--- src/rtl/step_controller.sv ---
// Board-side step/reset generator for the p18240: synchronises and debounces the
// pushbuttons and run switch, then issues step_en pulses and a clean cpu_reset_L.

module key_debounce #(
  parameter int DEBOUNCE_CYCLES = 500000
) (
  input  logic clock,
  input  logic reset,
  input  logic i_level,
  output logic o_press,
  output logic o_held
);
  localparam int CNT_W = (DEBOUNCE_CYCLES > 1) ? $clog2(DEBOUNCE_CYCLES) : 1;
  localparam logic [CNT_W-1:0] CNT_MAX = CNT_W'(DEBOUNCE_CYCLES - 1);

  typedef enum logic [1:0] {
    RELEASED     = 2'd0,
    PRESS_WAIT   = 2'd1,
    HELD         = 2'd2,
    RELEASE_WAIT = 2'd3
  } state_t;

  state_t           r_state, w_state_nxt;
  logic [CNT_W-1:0] r_cnt, w_cnt_nxt;

  always_ff @(posedge clock) begin
    if (reset) begin
      r_state <= RELEASED;
      r_cnt   <= '0;
    end else begin
      r_state <= w_state_nxt;
      r_cnt   <= w_cnt_nxt;
    end
  end

  // i_level is the synchronised active-low key: 0 = pressed.
  always_comb begin
    w_state_nxt = r_state;
    w_cnt_nxt   = r_cnt;
    o_press     = 1'b0;
    case (r_state)
      RELEASED: begin
        if (!i_level) begin
          w_state_nxt = PRESS_WAIT;
          w_cnt_nxt   = '0;
        end
      end
      PRESS_WAIT: begin
        if (i_level) begin
          w_state_nxt = RELEASED;
        end else if (r_cnt == CNT_MAX) begin
          w_state_nxt = HELD;
          o_press     = 1'b1;
        end else begin
          w_cnt_nxt = r_cnt + 1'b1;
        end
      end
      HELD: begin
        if (i_level) begin
          w_state_nxt = RELEASE_WAIT;
          w_cnt_nxt   = '0;
        end
      end
      RELEASE_WAIT: begin
        if (!i_level) begin
          w_state_nxt = HELD;
        end else if (r_cnt == CNT_MAX) begin
          w_state_nxt = RELEASED;
        end else begin
          w_cnt_nxt = r_cnt + 1'b1;
        end
      end
      default: w_state_nxt = RELEASED;
    endcase
  end

  assign o_held = (r_state == HELD) || (r_state == RELEASE_WAIT);
endmodule

module step_controller #(
  parameter int DEBOUNCE_CYCLES = 500000,
  parameter int RATE_W          = 16
) (
  input  logic              clock,
  input  logic              reset,
  input  logic              key_step_L,
  input  logic              key_reset_L,
  input  logic              run,
  input  logic [RATE_W-1:0] rate,
  output logic              step_en,
  output logic              cpu_reset_L,
  output logic [RATE_W-1:0] step_count,
  output logic              key_held
);
  logic r_step_s1, r_step_s2;
  logic r_rst_s1, r_rst_s2;
  logic r_run_s1, r_run_s2;

  always_ff @(posedge clock) begin
    if (reset) begin
      r_step_s1 <= 1'b1;
      r_step_s2 <= 1'b1;
      r_rst_s1  <= 1'b1;
      r_rst_s2  <= 1'b1;
      r_run_s1  <= 1'b0;
      r_run_s2  <= 1'b0;
    end else begin
      r_step_s1 <= key_step_L;
      r_step_s2 <= r_step_s1;
      r_rst_s1  <= key_reset_L;
      r_rst_s2  <= r_rst_s1;
      r_run_s1  <= run;
      r_run_s2  <= r_run_s1;
    end
  end

  logic w_step_press, w_step_held;
  logic w_rst_press, w_rst_held;

  key_debounce #(.DEBOUNCE_CYCLES(DEBOUNCE_CYCLES)) u_step_db (
    .clock   (clock),
    .reset   (reset),
    .i_level (r_step_s2),
    .o_press (w_step_press),
    .o_held  (w_step_held)
  );

  key_debounce #(.DEBOUNCE_CYCLES(DEBOUNCE_CYCLES)) u_rst_db (
    .clock   (clock),
    .reset   (reset),
    .i_level (r_rst_s2),
    .o_press (w_rst_press),
    .o_held  (w_rst_held)
  );

  logic              r_cpu_reset_L;
  logic              r_step_en;
  logic [RATE_W-1:0] r_div;
  logic [RATE_W-1:0] r_step_count;

  always_ff @(posedge clock) begin
    if (reset) begin
      r_cpu_reset_L <= 1'b0;
      r_step_en     <= 1'b0;
      r_div         <= '0;
      r_step_count  <= '0;
    end else begin
      r_cpu_reset_L <= !w_rst_held;
      if (!r_cpu_reset_L) begin
        r_step_en    <= 1'b0;
        r_div        <= '0;
        r_step_count <= '0;
      end else begin
        if (r_step_en) r_step_count <= r_step_count + 1'b1;
        // >= lets a lowered rate fire immediately instead of wrapping the divider.
        if (r_run_s2) begin
          if (r_div >= rate) begin
            r_step_en <= 1'b1;
            r_div     <= '0;
          end else begin
            r_step_en <= 1'b0;
            r_div     <= r_div + 1'b1;
          end
        end else begin
          r_step_en <= w_step_press;
          r_div     <= '0;
        end
      end
    end
  end

  assign step_en     = r_step_en;
  assign cpu_reset_L = r_cpu_reset_L;
  assign step_count  = r_step_count;
  assign key_held    = w_step_held;

  logic w_unused;
  assign w_unused = w_rst_press;
endmodule
--- config.mk ---
export PLATFORM = sky130hd
export DESIGN_NAME = step_controller
export DESIGN_NICKNAME = d
export VERILOG_FILES = /design/src/rtl/step_controller.sv
export SDC_FILE = /design/constraint.sdc
export NUM_CORES = 1
export LEC_CHECK = 0
export ABC_AREA = 1
export BUFFER_PORTS_ARGS = -buffer_cell sky130_fd_sc_hd__buf_2
export CAP_MARGIN = 20
export CORE_ASPECT_RATIO = 0.5
export CORE_MARGIN = 5
export CORE_UTILIZATION = 29
export DETAILED_ROUTE_END_ITERATION = 12
export GPL_ROUTABILITY_DRIVEN = 0
export PLACE_DENSITY_LB_ADDON = 0.12
export SETUP_SLACK_MARGIN = 0.2
export SYNTH_ARGS = -nofsm -noshare
export SYNTH_HDL_FRONTEND = slang
export SYNTH_SLANG_ARGS = --single-unit
--- constraint.sdc ---
create_clock -name clock -period 1.65 [get_ports clock]
set_input_delay 0.2475 -clock clock [delete_from_list [all_inputs] [get_ports clock]]
set_output_delay 0.2475 -clock clock [all_outputs]
set_load 0.02 [all_outputs]
==> impl_metrics.yaml <==
status:
  status: "completed"
layout:
  drive_gt1_share_pct: 38.7
  stdcell_count: 1011
  area_growth_pct: 42.7
  layout.nets: 843
  diodes: 0
critical_path:
  critPathKind: "reg -> reg"
  reg2reg_slack_ps: 140
  startpoint_type: "flop"
  worstSetupEndpointType: "flop"
  cp.arrival_ps: 1750
  crit_start: "u_step_db.r_cnt[0]$_SDFFE_PP0P_"
  regToRegStartpoint: "u_step_db.r_cnt[0]$_SDFFE_PP0P_"
  required_ps: 1890
  path_max_fanout: 5
power:
  cellLeakagePower_uw: 0.00259
  powerDensity_nw_per_um2: 679
  power.total_uw: 4530
  ir_drop_mv: 0.439
timing:
  setup_viol: 0
  fmax_ghz: 0.660
  skew_ps: 12.5
  final_max_slew_viol_count: 0
  post-route-period-util_pct: 91.8
  fin_crit_ps: 1510
  fin_tns_setup_ps: 0
  rsz0062_at_grt: "true"
  tightest_slew_ps: 360
  layout_setup_ws_ps: 136
  hold_viol_final: 0
  relSlewSlack_pct: 76.0
cts:
  cts-root-buf: "clkbuf_16"
  numClockSinks: 82
  cts_hold_buffers: 0
  cts_tree: "yes"
  htree_levels: 3
  numCtsBuffers: 9
  path_clk_slew_ps: 70
  clock_path_buffers: 2
  clk-insertion-delay-late_ps: 340
global_routing:
  antenna_found_initial: 0
  grt_pass1_vias: 4214
  grt_pass1_wl_um: 20300
  grtUsageTotal_pct: 13.1
  grt.overflow.total: 0
  grt_max_degree: 28
drt:
  drt-total-wl_um: 12700
  drc: 0
  dr_total_vias: 4564
  wl_per_cell_um: 12.5
  antenna_left: 0
  drtIter0Drc: 89
  firstDrtPassIters: 4
  drt-vias-per-instance: 4.51
floorplanning:
  dieArea_um2: 18900
  die_width_um: 189
  initial_core_util_pct: 30.0
  num_io_pins: 40
  num_rows: 32
  die_h_um: 99.7
  coreArea_um2: 15600
logic_synthesis:
  yosysMostFrequentCell: "nand2_1"
  synth_edf_count: 0
  ys_ff_latch: 82
  yosys.area.top_type_share_pct: 35.2
  mappedNetlistArea_um2: 4670
  yosysTopAreaCell: "dfxtp_1"
  synthTopCellsByArea: "dfxtp_1, nand2_1, nor2_1"
  synthDistinctLibCells: 38
  synth_ff_type: "dfxtp_1"
  ys_async_sr_fraction_pct: 0
  syn_area_per_cell_um2: 6.72
  syn_inst: 695
  synth_common_cells: "nand2_1, nor2_1, inv_1"
  synth_fp_nets: 736
  yosysWarnings: 0
  seq_area_frac_synth_pct: 35.2
worst_hold_path:
  worst_hold_startpoint: "key_reset_L"
  hold_path_class: "in -> reg"
run:
  max_cap_viol_count: 0
place:
  port_buffers: 39
  hpwlAfterDp_um: 8630
  dp_cells: 962
  pre_cts_ws_ps: -16.6
==> what timing repair did <==
item / 4_1_cts / 5_1_grt
setup endpoints to repair: 55 / 61
setup buffers: 11 / 17
gates cloned: 2 / 3
gates resized for setup: 73 / 139
pin swaps: 6 / 53
==> stage by stage <==
stage               util, %  hold WS [ps]  cell area [um2]
CTS                    38.8          82.4             6050
detailed placement     34.1           396             5320
finish                 42.8          92.8             6660
global placement       34.1           394             5320
global route           42.8          97.5             6660
floorplan                 -           351             4680
==> cells in the final DEF (no fill, tap or decap), drive strengths merged, types with 5 or more instances in the layout <==
| master | netlist | final |
|---|---|---|
| nand2 | 172 | 175 |
| inv | 96 | 96 |
| xor2 | 20 | 20 |
| buf | 8 | 104 |
| nor3 | 19 | 19 |
| o21ai | 18 | 18 |
| dfxtp | 82 | 82 |
| xnor2 | 5 | 5 |
| or2 | 6 | 6 |
| nor2 | 128 | 128 |
| nand3 | 44 | 44 |
| nand4 | 22 | 22 |
| a21oi | 41 | 41 |
| clkbuf | 4 | 11 |
| ha | 20 | 20 |
==> power by group <==
part	internal, uW	total (uW)	switching, uW
Combinational	90.0	225	135
Sequential	1980	1990	8.55
Clock	1480	2320	831
==> layer usage <==
layer / share of wire (%) / GRT usage, % / up-vias
met5: 0 / 0 / -
met4: 1.5 / 3.39 / 0
met3: 2.6 / 2.98 / 14
met2: 45 / 21.1 / 42
met1: 51 / 17.8 / 2087
li1: - / - / 2421
==> state kept, by name (all words and copies together) (netlist names), named ones only <==
name / count
u_rst_db.r_state: 1
r_step_s2: 1
u_step_db.r_state: 1
r_rst_s2: 1
step_en: 1
u_step_db.r_cnt: 19
cpu_reset_L: 1
u_rst_db.r_cnt: 19
r_run_s1: 1
step_count: 16
r_div: 16
r_run_s2: 1
r_rst_s1: 1
r_step_s1: 1
==> critical path, cell delays in order (launching register included) <==
cell and delay, ps:
dfxtp_4 380, ha_4 150, nand2_4 70, nor2_4 180, nand4_4 240, buf_4 220, nand3_1 50, nand2_1 50
inv_1 40, nor2_1 30
==> cell families (layout without fill, tap and decap cells) <==
kind of cell	after synthesis	in the layout	synth area share, %
and+or+nand+nor	394	397	37.2
buffers and inverters	110	219	9.70
DFF	82	82	35.2
AOI/OAI and AO/OA	64	64	7.45
xor gates and xnor gates	25	25	5.09
adders and majority gates	20	20	5.36
==> worst paths after layout <==
check | depth (start not counted) | endpoint
worst min register to register | 2 | r_run_s2$_SDFF_PP0_
worst max-delay path | 9 | u_step_db.r_cnt[18]$_SDFFE_PP0P_
worst max register to register | 9 | u_step_db.r_cnt[18]$_SDFFE_PP0P_
worst min-delay path | 2 | r_rst_s1$_SDFF_PP1_
==> final cells by class <==
class | count | area, um2
inverter | 98 | 380
timing repair buffer | 105 | 746
sequential | 82 | 1710
fill | 1646 | 8910
clock inverter | 6 | 115
clock buffer | 10 | 229
tap | 204 | 255
multi-input combinational | 506 | 3230
(Power assumes the default switching activity.)
